<file path="src/rtl/uart_frame_decoder.sv">
// uart_frame_decoder
//   Turns the UART receive byte stream into fixed-length command frames.
//   A frame is: opcode byte, FRAME_LEN-2 payload bytes, terminator byte
//   equal to the opcode. Good frames are held on the frame_* outputs until
//   the consumer takes them (valid/ready). Frames with a wrong terminator
//   are dropped and counted.
//
//   Build option: define FRAME_TIMEOUT_EN to abandon a partial frame after
//   TIMEOUT_CYCLES idle clocks in COLLECT. An abandoned frame also counts
//   as malformed. Without the macro, COLLECT waits forever.
//
// Ports
//   clk            system clock
//   reset_n        asynchronous active-low reset
//   rx_data[7:0]   received byte, qualified by rx_valid
//   rx_valid       one-cycle byte strobe
//   frame_valid    a validated frame is presented
//   frame_ready    consumer accepts the presented frame
//   frame_op       frame opcode
//   frame_payload  payload, byte k (k from 1) at [8k-1:8(k-1)]
//   bad_frame_cnt  malformed frame count, saturating at 255
//   overrun        one-cycle pulse per byte dropped while in HOLD
module uart_frame_decoder #(
  parameter int FRAME_LEN      = 18,
  parameter int OPCODE_MIN     = 64,
  parameter int OPCODE_MAX     = 67,
  parameter int TIMEOUT_CYCLES = 1033400
) (
  input  logic                       clk,
  input  logic                       reset_n,
  input  logic [7:0]                 rx_data,
  input  logic                       rx_valid,
  output logic                       frame_valid,
  input  logic                       frame_ready,
  output logic [7:0]                 frame_op,
  output logic [8*(FRAME_LEN-2)-1:0] frame_payload,
  output logic [7:0]                 bad_frame_cnt,
  output logic                       overrun
);

  localparam int IDX_W = $clog2(FRAME_LEN);
  localparam int PAY_N = FRAME_LEN - 2;
  // idx value at which the incoming byte is the terminator
  localparam logic [IDX_W-1:0] TERM_IDX = IDX_W'(FRAME_LEN - 1);

  typedef enum logic [1:0] {
    IDLE    = 2'd0,
    COLLECT = 2'd1,
    HOLD    = 2'd2
  } state_t;

  state_t           state_reg, state_next;
  logic [IDX_W-1:0] idx_reg, idx_next;
  logic [7:0]       op_reg, op_next;
  logic [7:0]       bad_cnt_reg, bad_cnt_next;
  logic             valid_reg, valid_next;
  logic             overrun_reg, overrun_next;
  logic             payload_we;
  logic             bad_event;
  logic             is_opcode;
  logic             tmo_expire;

  assign is_opcode = (rx_data >= 8'(OPCODE_MIN)) && (rx_data <= 8'(OPCODE_MAX));

`ifdef FRAME_TIMEOUT_EN
  localparam int TMO_W = $clog2(TIMEOUT_CYCLES + 1);
  localparam logic [TMO_W-1:0] TMO_LAST = TMO_W'(TIMEOUT_CYCLES - 1);

  logic [TMO_W-1:0] tmo_reg, tmo_next;

  // Counts idle cycles in COLLECT only. An arriving byte always clears it,
  // so a byte in the expiry cycle wins over the timeout. Expiry also wraps
  // it to 0, matching the return to IDLE.
  always_comb begin
    tmo_next = '0;
    if (state_reg == COLLECT && !rx_valid && tmo_reg != TMO_LAST) begin
      tmo_next = tmo_reg + 1'b1;
    end
  end

  assign tmo_expire = (state_reg == COLLECT) && !rx_valid && (tmo_reg == TMO_LAST);

  always_ff @(posedge clk or negedge reset_n) begin
    if (!reset_n) begin
      tmo_reg <= '0;
    end else begin
      tmo_reg <= tmo_next;
    end
  end
`else
  assign tmo_expire = 1'b0;
`endif

  // Next-state and datapath control
  always_comb begin
    state_next   = state_reg;
    idx_next     = idx_reg;
    op_next      = op_reg;
    payload_we   = 1'b0;
    bad_event    = 1'b0;
    overrun_next = 1'b0;

    case (state_reg)
      IDLE: begin
        // Non-opcode bytes are line noise here, not errors.
        if (rx_valid && is_opcode) begin
          op_next    = rx_data;
          idx_next   = IDX_W'(1);
          state_next = COLLECT;
        end
      end
      COLLECT: begin
        if (rx_valid) begin
          if (idx_reg == TERM_IDX) begin
            if (rx_data == op_reg) begin
              state_next = HOLD;
            end else begin
              bad_event  = 1'b1;
              state_next = IDLE;
            end
          end else begin
            payload_we = 1'b1;
            idx_next   = idx_reg + 1'b1;
          end
        end else if (tmo_expire) begin
          bad_event  = 1'b1;
          state_next = IDLE;
        end
      end
      HOLD: begin
        // Any byte here is lost, even one in the handshake cycle.
        overrun_next = rx_valid;
        if (valid_reg && frame_ready) begin
          state_next = IDLE;
        end
      end
      default: begin
        state_next = IDLE;
      end
    endcase

    bad_cnt_next = bad_cnt_reg;
    if (bad_event && bad_cnt_reg != 8'hFF) begin
      bad_cnt_next = bad_cnt_reg + 8'd1;
    end

    valid_next = (state_next == HOLD);
  end

  always_ff @(posedge clk or negedge reset_n) begin
    if (!reset_n) begin
      state_reg   <= IDLE;
      idx_reg     <= '0;
      op_reg      <= 8'h00;
      bad_cnt_reg <= 8'h00;
      valid_reg   <= 1'b0;
      overrun_reg <= 1'b0;
    end else begin
      state_reg   <= state_next;
      idx_reg     <= idx_next;
      op_reg      <= op_next;
      bad_cnt_reg <= bad_cnt_next;
      valid_reg   <= valid_next;
      overrun_reg <= overrun_next;
    end
  end

  // One register per payload slot; only the slot addressed by idx loads.
  // Slots are never cleared between frames, so a rejected frame leaves its
  // bytes visible on frame_payload.
  generate
    for (genvar gi = 0; gi < PAY_N; gi++) begin : g_slot
      logic [7:0] slot_reg;

      always_ff @(posedge clk or negedge reset_n) begin
        if (!reset_n) begin
          slot_reg <= 8'h00;
        end else if (payload_we && idx_reg == IDX_W'(gi + 1)) begin
          slot_reg <= rx_data;
        end
      end

      assign frame_payload[8*gi +: 8] = slot_reg;
    end
  endgenerate

  assign frame_valid   = valid_reg;
  assign frame_op      = op_reg;
  assign bad_frame_cnt = bad_cnt_reg;
  assign overrun       = overrun_reg;

endmodule
</file>
<file path="config.mk">
export PLATFORM = sky130hd
export DESIGN_NAME = uart_frame_decoder
export DESIGN_NICKNAME = d
export VERILOG_FILES = /design/src/rtl/uart_frame_decoder.sv
export SDC_FILE = /design/constraint.sdc
export NUM_CORES = 1
export LEC_CHECK = 0
export CORE_AREA = 2 2 164 102
export DETAILED_ROUTE_END_ITERATION = 7
export DIE_AREA = 0 0 166 104
export GPL_ROUTABILITY_DRIVEN = 1
export HOLD_SLACK_MARGIN = 0.12
export PLACE_DENSITY_LB_ADDON = 0.05
export SLEW_MARGIN = 20
export SYNTH_ARGS = -nofsm -noshare
export SYNTH_HDL_FRONTEND = slang
export SYNTH_SLANG_ARGS = --single-unit
</file>
<file path="constraint.sdc">
create_clock -name clk -period 2.6 [get_ports clk]
set_clock_uncertainty 0.1 [all_clocks]
set_input_delay 0.39 -clock clk [delete_from_list [all_inputs] [get_ports clk]]
set_output_delay 0.39 -clock clk [all_outputs]
set_load 0.01 [all_outputs]
</file>
==> flow_metrics.py, run 1 <==
metrics = {
    "setup_path": {
        "cpPeakStageDelay_ns": 0.57,
        "cp_slowest_cell": "clkdlybuf4s50_1",
        "cp_cell_sequence": "clkdlybuf4s50_1 -> buf_4 -> xor2_1 -> nor4_2 -> buf_4 -> a2111oi_0 -> xor2_1",
        "end_kind": "flop",
        "cp_data_arrival_time_ns": 2.41,
        "critPathMaxFanout": 17,
        "worstPathRequired_ns": 2.77,
        "cp-start-kind": "input port",
        "crit_type": "input port to flop",
    },
    "synth": {
        "synth_cells": 409,
        "ys.flop_type": "dfrtp_1",
        "ys_types": 43,
        "synth_nets": 427,
        "async_flop_share": 1.00,
        "syn_area_per_cell_um2": 15.0,
        "ys_ff_latch": 153,
        "netlist_area_mm2": 0.00615,
        "synth_edf_count": 0,
        "yosysSeqAreaShare": 0.622,
        "ys_warn_count": 0,
    },
    "timing": {
        "relSlewSlack": 0.604,
        "rsz0062_at_grt": "false",
        "report.final.slew_viol_count": 0,
        "max_freq_mhz": 446,
        "fin_crit_sh": 0.862,
        "worstMarginPinSlew_ns": 0.594,
        "setup_viol": 0,
        "whs_ns": 0.403,
        "finalHoldViolations": 0,
        "fin_crit_ns": 2.24,
    },
    "finish": {
        "fill_cells": 1306,
        "layout-drive-gt1-share": 0.326,
        "largest_reg_flops": 128,
        "final_cells": 806,
        "syn_to_final_growth_pct": 40.9,
        "fin_nets": 603,
    },
    "cts": {
        "cts_tree": "yes",
        "cts_sinks": 153,
        "clk_latency_ns": 0.41,
        "ctsHoldBuffers": 1,
        "h-tree-depth": 4,
        "cts_root_buf": "clkbuf_16",
        "postCtsSetupBuffers": 0,
        "post_cts_resized": 0,
        "path_clk_slew_ns": 0.06,
        "numCtsBuffers": 17,
        "cts_max_path_buffers": 2,
    },
    "drt": {
        "drc_errors": 0,
        "first_pass_iters": 4,
        "wl_mm": 16.3,
        "ant_nets": 0,
        "wl_per_cell_um": 20.2,
        "vias_per_cell": 4.93,
        "vias": 3972,
        "drtIter0Drc": 215,
    },
    "global_route": {
        "grt_usage": 0.195,
        "grt_max_degree": 65,
        "antenna_found_initial": 1,
        "grt_overflow": 0,
        "grt_pass1_wl_mm": 25.7,
        "grt_pass1_vias": 4223,
    },
    "power": {
        "leakage_uw": 0.00421,
        "power_density_mw_per_mm2": 640,
        "ir_worst_vdd_mv": 0.360,
    },
    "floorplanning": {
        "core_area_mm2": 0.0158,
        "die_y_um": 104,
        "io_pins": 158,
        "start_util": 0.389,
        "die-area_mm2": 0.0173,
        "die_x_um": 166,
        "rows": 36,
    },
    "placed_design": {
        "gp_congestion": 0.792,
        "place.detailed.hpwl_mm": 11.0,
        "port_buffers": 157,
        "dp.cells": 774,
    },
    "worst_hold_path": {
        "worst_hold_path_type": "flop to flop",
    },
    "run": {
        "maxCapViolations": 0,
    },
    "outcome": {
        "run_status": "complete, no violations",
    },
}
-- logic make-up after synthesis --
| logic type | synth area share |
|---|---|
| AOI/OAI and AO/OA | 0.0193 |
| buffers and inverters | 0.0197 |
| muxes | 0.241 |
| adders and majority gates | 0.0122 |
| and+or+nand+nor | 0.0612 |
| xor gates and xnor gates | 0.0242 |
| DFF | 0.622 |
-- final cells by class --
| cell class | instances | area (um2) | share of cell area |
|---|---|---|---|
| Antenna cell | 1 | 2.50 | 0.000289 |
| Multi-Input combinational cell | 229 | 2200 | 0.254 |
| Tap cell | 209 | 262 | 0.0302 |
| Clock inverter | 11 | 146 | 0.0169 |
| Timing Repair Buffer | 179 | 1770 | 0.204 |
| Inverter | 5 | 18.8 | 0.00217 |
| Sequential cell | 153 | 3830 | 0.442 |
| Clock buffer | 19 | 443 | 0.0511 |
-- placed cells by master, fill, tap and decap left out, types with 3 or more instances in the layout --
master,netlist,layout
a2111oi_0,3,3
a211oi_1,3,3
and2_4,5,5
and3_1,3,3
buf_4,0,19
bufinv_16,0,3
clkbuf_16,0,17
clkdlybuf4s50_1,0,156
clkinv_2,0,3
dfrtp_1,153,153
ha_1,6,6
inv_1,5,5
mux2_2,128,128
nand2_1,18,18
nand3_1,6,6
nor2_1,3,3
nor3b_1,3,3
xor2_1,16,16
-- worst max-delay path, delay by kind of cell --
kind,cells,cell delay [ns]
compound gates,1,0.52
buf+inv,3,1.07
simple gates,1,0.07
xor+xnor,2,0.33
-- Yosys cell counts, types with 3 or more instances --
library cell  count  area [um2]
dfrtp_1         153        3830
nand2_1          18        67.6
clkbuf_1         15        56.3
nor2_1            3        11.3
nor3b_1           3        22.5
a2111oi_0         3        26.3
and3_1            3        18.8
mux2_2          128        1440
ha_1              6        75.1
inv_1             5        18.8
xor2_1           16         140
nand3_1           6        30.0
buf_2             4        20.0
and2_4            5        43.8
a211oi_1          3        22.5
-- power breakdown --
| group | internal [uW] | switching, uW | leakage (uW) | total (uW) |
|---|---|---|---|---|
| combinational | 256 | 248 | 0.00180 | 504 |
| clock | 1530 | 979 | 0.000285 | 2510 |
| sequential | 2470 | 67.5 | 0.00213 | 2530 |
| total | 4250 | 1290 | 0.00421 | 5540 |
-- worst paths after layout --
kind | slack (ns) | cells after the start | end | start
max in group asynchronous | 1.14 | 3 | g_slot[6].slot_reg[3] | reset_n
hold / removal | 0.40 | 1 | g_slot[8].slot_reg[3] | g_slot[8].slot_reg[3]
min in group asynchronous | 0.42 | 2 | g_slot[13].slot_reg[4] | reset_n
hold reg to reg | 0.40 | 1 | g_slot[8].slot_reg[3] | g_slot[8].slot_reg[3]
setup / recovery | 0.36 | 7 | bad_frame_cnt[6] | rx_data[4]
setup reg to reg | 0.40 | 6 | bad_frame_cnt[5] | idx_reg[1]
-- metal layers --
metal	global-route usage	up-vias	part of all wire
met2	0.283	105	0.44
met4	0.0528	0	0.0067
met5	0	-	0
li1	-	1796	-
met1	0.279	2063	0.49
met3	0.0670	8	0.070
-- per-stage QoR --
| stage | utilization | cell area [um2] | TNS (ns) | total power, uW | setup slack, ns |
|---|---|---|---|---|---|
| after floorplan | - | 6150 | 0 | 2770 | 0.499 |
| after global placement | 0.510 | 8070 | 0 | 3080 | 0.0111 |
| after detailed placement | 0.510 | 8070 | -0.0499 | 3090 | -0.0213 |
| after CTS | 0.548 | 8670 | 0 | 5610 | 0.380 |
| after global routing | 0.548 | 8670 | 0 | 5780 | 0.121 |
| final | 0.548 | 8670 | 0 | 5540 | 0.358 |
Note: power is estimated with default switching activity, not from simulation.
==> inputs of run 2 (changes only) <==
Settings changed: CORE_AREA 2 2 164 102 to 2 2 148 92, DIE_AREA 0 0 166 104 to 0 0 150 94.
==> flow_metrics.py, run 2 (synthesis results as in run 1) <==
metrics = {
    "setup_path": {
        "end_kind": "flop",
        "worstPathRequired_ns": 2.78,
        "r2r_start": "idx_reg[1]",
        "critPathMaxFanout": 7,
        "cp-start-kind": "flop",
        "reg2regPathDepth": 6,
        "reg2reg_to": "bad_frame_cnt[7]",
        "r2r_slack_ns": 0.35,
        "cp_data_arrival_time_ns": 2.43,
        "crit_type": "flop to flop",
    },
    "global_route": {
        "met1_usage": 0.320,
        "grt_use_met2": 0.350,
        "grt_max_degree": 59,
        "grt_pass1_wl_mm": 24.2,
        "gr-usage-met3": 0.0825,
        "grt_usage": 0.231,
        "grt_busiest_layer": "met2",
        "antenna_found_initial": 1,
        "grt_pass1_vias": 4291,
        "grt_overflow": 0,
    },
    "timing": {
        "fin_crit_sh": 0.867,
        "max_freq_mhz": 444,
        "finalHoldViolations": 0,
        "setup_viol": 0,
        "worstMarginPinSlew_ns": 0.571,
        "rsz0062_at_grt": "false",
        "relSlewSlack": 0.609,
        "report.final.slew_viol_count": 0,
        "fin_tns_setup_ns": 0,
        "fin_crit_ns": 2.25,
    },
    "worst_hold_path": {
        "holdPathEnd": "bad_frame_cnt[7]",
        "whs_path_depth": 1,
        "min-delay-start": "bad_frame_cnt[7]",
        "worst_hold_path_type": "flop to flop",
    },
    "placed_design": {
        "port_buffers": 157,
        "gp_congestion": 0.827,
        "place.detailed.hpwl_mm": 10.7,
    },
    "power": {
        "power_uw": 5440,
        "power_density_mw_per_mm2": 632,
        "ir_worst_vdd_mv": 0.437,
        "leakage_uw": 0.00421,
    },
    "cts": {
        "post_cts_resized": 0,
        "path_clk_slew_ns": 0.07,
        "numCtsBuffers": 17,
        "clk_latency_ns": 0.42,
        "postCtsSetupBuffers": 0,
        "h-tree-depth": 4,
        "cts_tree": "yes",
        "cts_max_path_buffers": 2,
        "cts_sinks": 153,
        "cts_root_buf": "clkbuf_16",
    },
    "drt": {
        "drc_errors": 0,
        "drtIter0Drc": 139,
        "vias_per_cell": 5.21,
        "wl_per_cell_um": 20.0,
        "ant_nets": 0,
        "wl_mm": 15.4,
        "vias": 4001,
        "first_pass_iters": 4,
    },
    "floorplanning": {
        "die_x_um": 150,
        "start_util": 0.486,
        "rows": 32,
        "die-area_mm2": 0.0141,
        "core_area_mm2": 0.0127,
        "die_y_um": 94,
        "io_pins": 158,
    },
    "finish": {
        "antenna_cells": 0,
        "final_common_cell": "clkdlybuf4s50_1",
        "layout-drive-gt1-share": 0.329,
        "syn_to_final_growth_pct": 39.8,
        "final_cell_mix": "156 x clkdlybuf4s50_1, 153 x dfrtp_1, 128 x mux2_2",
        "largest_reg_flops": 128,
        "fin_nets": 603,
    },
    "run": {
        "maxCapViolations": 0,
    },
    "outcome": {
        "run_status": "complete, no violations",
    },
}
-- run 2: changes by cell type in the layout (fill, tap and decap cells not counted), sizes merged --
cell	delta
inv	+4
clkbuf	-1
bufinv	-2
diode	-1
clkinv	+1
-- run 2: stage by stage --
stage	utilization	area [um2]	instances	worst slack, ns	hold slack (ns)
6_report	0.680	8600	768	0.346	0.393
5_1_grt	0.680	8600	768	0.0912	0.412
4_1_cts	0.680	8600	768	0.373	0.402
3_5_place_dp	0.634	8020	735	0.0185	0.295
3_3_place_gp	0.634	8020	735	0.0281	0.291
2_1_floorplan	-	6150	409	0.499	-0.00559
-- run 2: layer usage --
metal | vias up | routed length, um
met5 | - | 13
met4 | 2 | 132
met3 | 16 | 1180
met2 | 108 | 6920
met1 | 2081 | 7140
li1 | 1794 | -
-- run 2: power breakdown --
part | switching (uW) | internal (uW)
combinational | 251 | 257
clock | 1030 | 1360
sequential | 71.6 | 2470
total | 1350 | 4090
-- run 2: how the worst max path moves through the flow --
stage / from / endpoint / slack, ns
finish: idx_reg[1] / bad_frame_cnt[7] / 0.35
global route: idx_reg[1] / bad_frame_cnt[7] / 0.09
CTS: idx_reg[1] / bad_frame_cnt[7] / 0.37
detailed placement: rx_data[4] / frame_op[0] / 0.02
global placement: rx_data[4] / frame_op[1] / 0.03
floorplan: rx_data[5] / frame_op[0] / 0.50
-- run 2: repair_timing --
item,CTS,global route
hold endpoints to repair,54,0
endpoints found under the setup margin,0,0
hold buffers,1,0
-- run 2: final cells by class --
cell class	instances	area (um2)
fill	933	4050
sequential	153	3830
multi-input combinational	229	2200
timing repair buffer	179	1770
clock buffer	18	439
tap	170	213
clock inverter	14	136
inverter	5	18.8
-- run 2: critical path, cell delays in order, from the launching register on --
cell	delay, ns
dfrtp_1	0.44
inv_1	0.11
ha_1	0.24
and4bb_2	0.36
o211ai_2	0.19
a2111oi_0	0.56
xor2_1	0.12
==> inputs of run 3 (changes only) <==
Settings changed: SETUP_SLACK_MARGIN set to 0.1.
==> flow_metrics.py, run 3 (synthesis results as in run 1) <==
metrics = {
    "drt": {
        "drtIter0Drc": 144,
        "ant_nets": 0,
        "wl_per_cell_um": 20.1,
        "vias_per_cell": 5.21,
        "vias": 3999,
        "wl_mm": 15.4,
        "first_pass_iters": 4,
        "drc_errors": 0,
    },
    "cts": {
        "path_clk_slew_ns": 0.07,
        "cts_root_buf": "clkbuf_16",
        "cts_sinks": 153,
        "numCtsBuffers": 17,
        "h-tree-depth": 4,
        "cts_max_path_buffers": 2,
        "clk_latency_ns": 0.42,
        "postCtsSetupBuffers": 0,
        "cts_tree": "yes",
    },
    "setup_path": {
        "cp-start-kind": "flop",
        "cpPeakStageDelay_ns": 0.51,
        "critPathMaxFanout": 7,
        "crit_type": "flop to flop",
        "cp_cell_sequence": "inv_1 -> ha_1 -> and4bb_2 -> o211ai_2 -> a2111oi_0 -> xor2_1",
        "worstPathRequired_ns": 2.78,
        "cp_data_arrival_time_ns": 2.39,
        "reg2reg_to": "bad_frame_cnt[5]",
        "reg2regPathDepth": 6,
        "cp_slowest_cell": "a2111oi_0",
        "r2r_start": "idx_reg[1]",
        "r2r_slack_ns": 0.40,
        "end_kind": "flop",
    },
    "placed_design": {
        "port_buffers": 157,
        "pre_cts_slack_ns": 0.0185,
        "placed_cell_area_mm2": 0.00802,
        "place.detailed.hpwl_mm": 10.7,
        "dp.cells": 735,
        "gp_congestion": 0.827,
    },
    "floorplanning": {
        "start_util": 0.486,
        "die-area_mm2": 0.0141,
        "die_x_um": 150,
        "rows": 32,
        "core_area_mm2": 0.0127,
        "io_pins": 158,
        "die_y_um": 94,
    },
    "finish": {
        "largest_reg_flops": 128,
        "fin_nets": 603,
        "layout-drive-gt1-share": 0.329,
        "final_common_cell": "clkdlybuf4s50_1",
        "final_cell_mix": "156 x clkdlybuf4s50_1, 153 x dfrtp_1, 128 x mux2_2",
        "final_cells": 768,
        "fill_cells": 934,
        "design_area_mm2": 0.00860,
        "syn_to_final_growth_pct": 39.9,
        "antenna_cells": 0,
        "post-route-util": 0.680,
    },
    "timing": {
        "fin_crit_ns": 2.20,
        "max_freq_mhz": 454,
        "setup_viol": 0,
        "finalHoldViolations": 0,
        "fin_tns_setup_ns": 0,
        "relSlewSlack": 0.636,
        "fin_crit_sh": 0.848,
        "report.final.slew_viol_count": 0,
        "rsz0062_at_grt": "false",
        "worstMarginPinSlew_ns": 0.533,
        "timing.final.ws_setup_ns": 0.395,
    },
    "global_route": {
        "grt_max_degree": 59,
        "grt_usage": 0.231,
        "antenna_found_initial": 1,
        "grt_pass1_wl_mm": 24.2,
        "grt_pass1_vias": 4291,
        "grt_overflow": 0,
    },
    "power": {
        "leakage_uw": 0.00421,
        "ir_worst_vdd_mv": 0.438,
        "power_density_mw_per_mm2": 633,
    },
    "run": {
        "maxCapViolations": 0,
    },
    "worst_hold_path": {
        "worst_hold_path_type": "flop to flop",
        "holdPathEnd": "bad_frame_cnt[7]",
        "whs_path_depth": 1,
        "min-delay-start": "bad_frame_cnt[7]",
    },
    "outcome": {
        "run_status": "complete, no violations",
    },
}
## run 3: changes by cell type in the layout (fill, tap and decap cells not counted)
cell       before  now
a2111oi_0       3    2
a2111oi_1       0    1
## run 3: worst max path at each step
stage                       end  slack (ns)        from  cells past startpoint
6_report       bad_frame_cnt[5]        0.40  idx_reg[1]                      6
5_1_grt        bad_frame_cnt[5]        0.20  idx_reg[1]                      6
4_1_cts        bad_frame_cnt[7]        0.37  idx_reg[1]                      6
3_5_place_dp        frame_op[0]        0.02  rx_data[4]                      4
3_3_place_gp        frame_op[1]        0.03  rx_data[4]                      4
2_1_floorplan       frame_op[0]        0.50  rx_data[5]                      4
## run 3: metal layers
| layer | GRT usage | share of wire | vias up |
|---|---|---|---|
| met5 | 0 | 0.00084 | - |
| met4 | 0.0574 | 0.0086 | 2 |
| met3 | 0.0825 | 0.074 | 16 |
| met2 | 0.350 | 0.45 | 103 |
| met1 | 0.320 | 0.47 | 2082 |
| li1 | - | - | 1796 |
## run 3: stage by stage
stage	hold slack (ns)	power, uW
detailed placement	0.295	3090
finish	0.393	5440
global route	0.412	5650
CTS	0.402	5480
floorplan	-0.00559	2770
global placement	0.291	3080
## run 3: layout make-up
cell class	count	area (um2)	area share
Clock buffer	18	439	0.0510
Clock inverter	14	136	0.0158
Inverter	5	18.8	0.00218
Multi-Input combinational cell	229	2200	0.256
Sequential cell	153	3830	0.445
Tap cell	170	213	0.0247
Timing Repair Buffer	179	1770	0.205
## run 3: critical path: cells and delay by family, from the launching register on
| family | cells | cell delay (ns) |
|---|---|---|
| adders and majority gates | 1 | 0.24 |
| xor gates and xnor gates | 1 | 0.12 |
| AOI/OAI and AO/OA | 2 | 0.70 |
| DFF | 1 | 0.44 |
| and+or+nand+nor | 1 | 0.36 |
| buffers and inverters | 1 | 0.11 |
## run 3: what timing repair did
item,CTS,global route
hold buffers,1,0
resized for setup,0,1
setup endpoints to repair,0,1
hold endpoints to repair,54,0
## run 3: report_power, final
| group | switching [uW] | internal [uW] | total (uW) | leakage [uW] |
|---|---|---|---|---|
| Combinational | 251 | 257 | 508 | 0.00180 |
| Clock | 1030 | 1360 | 2400 | 0.000280 |
| Sequential | 71.8 | 2470 | 2540 | 0.00213 |
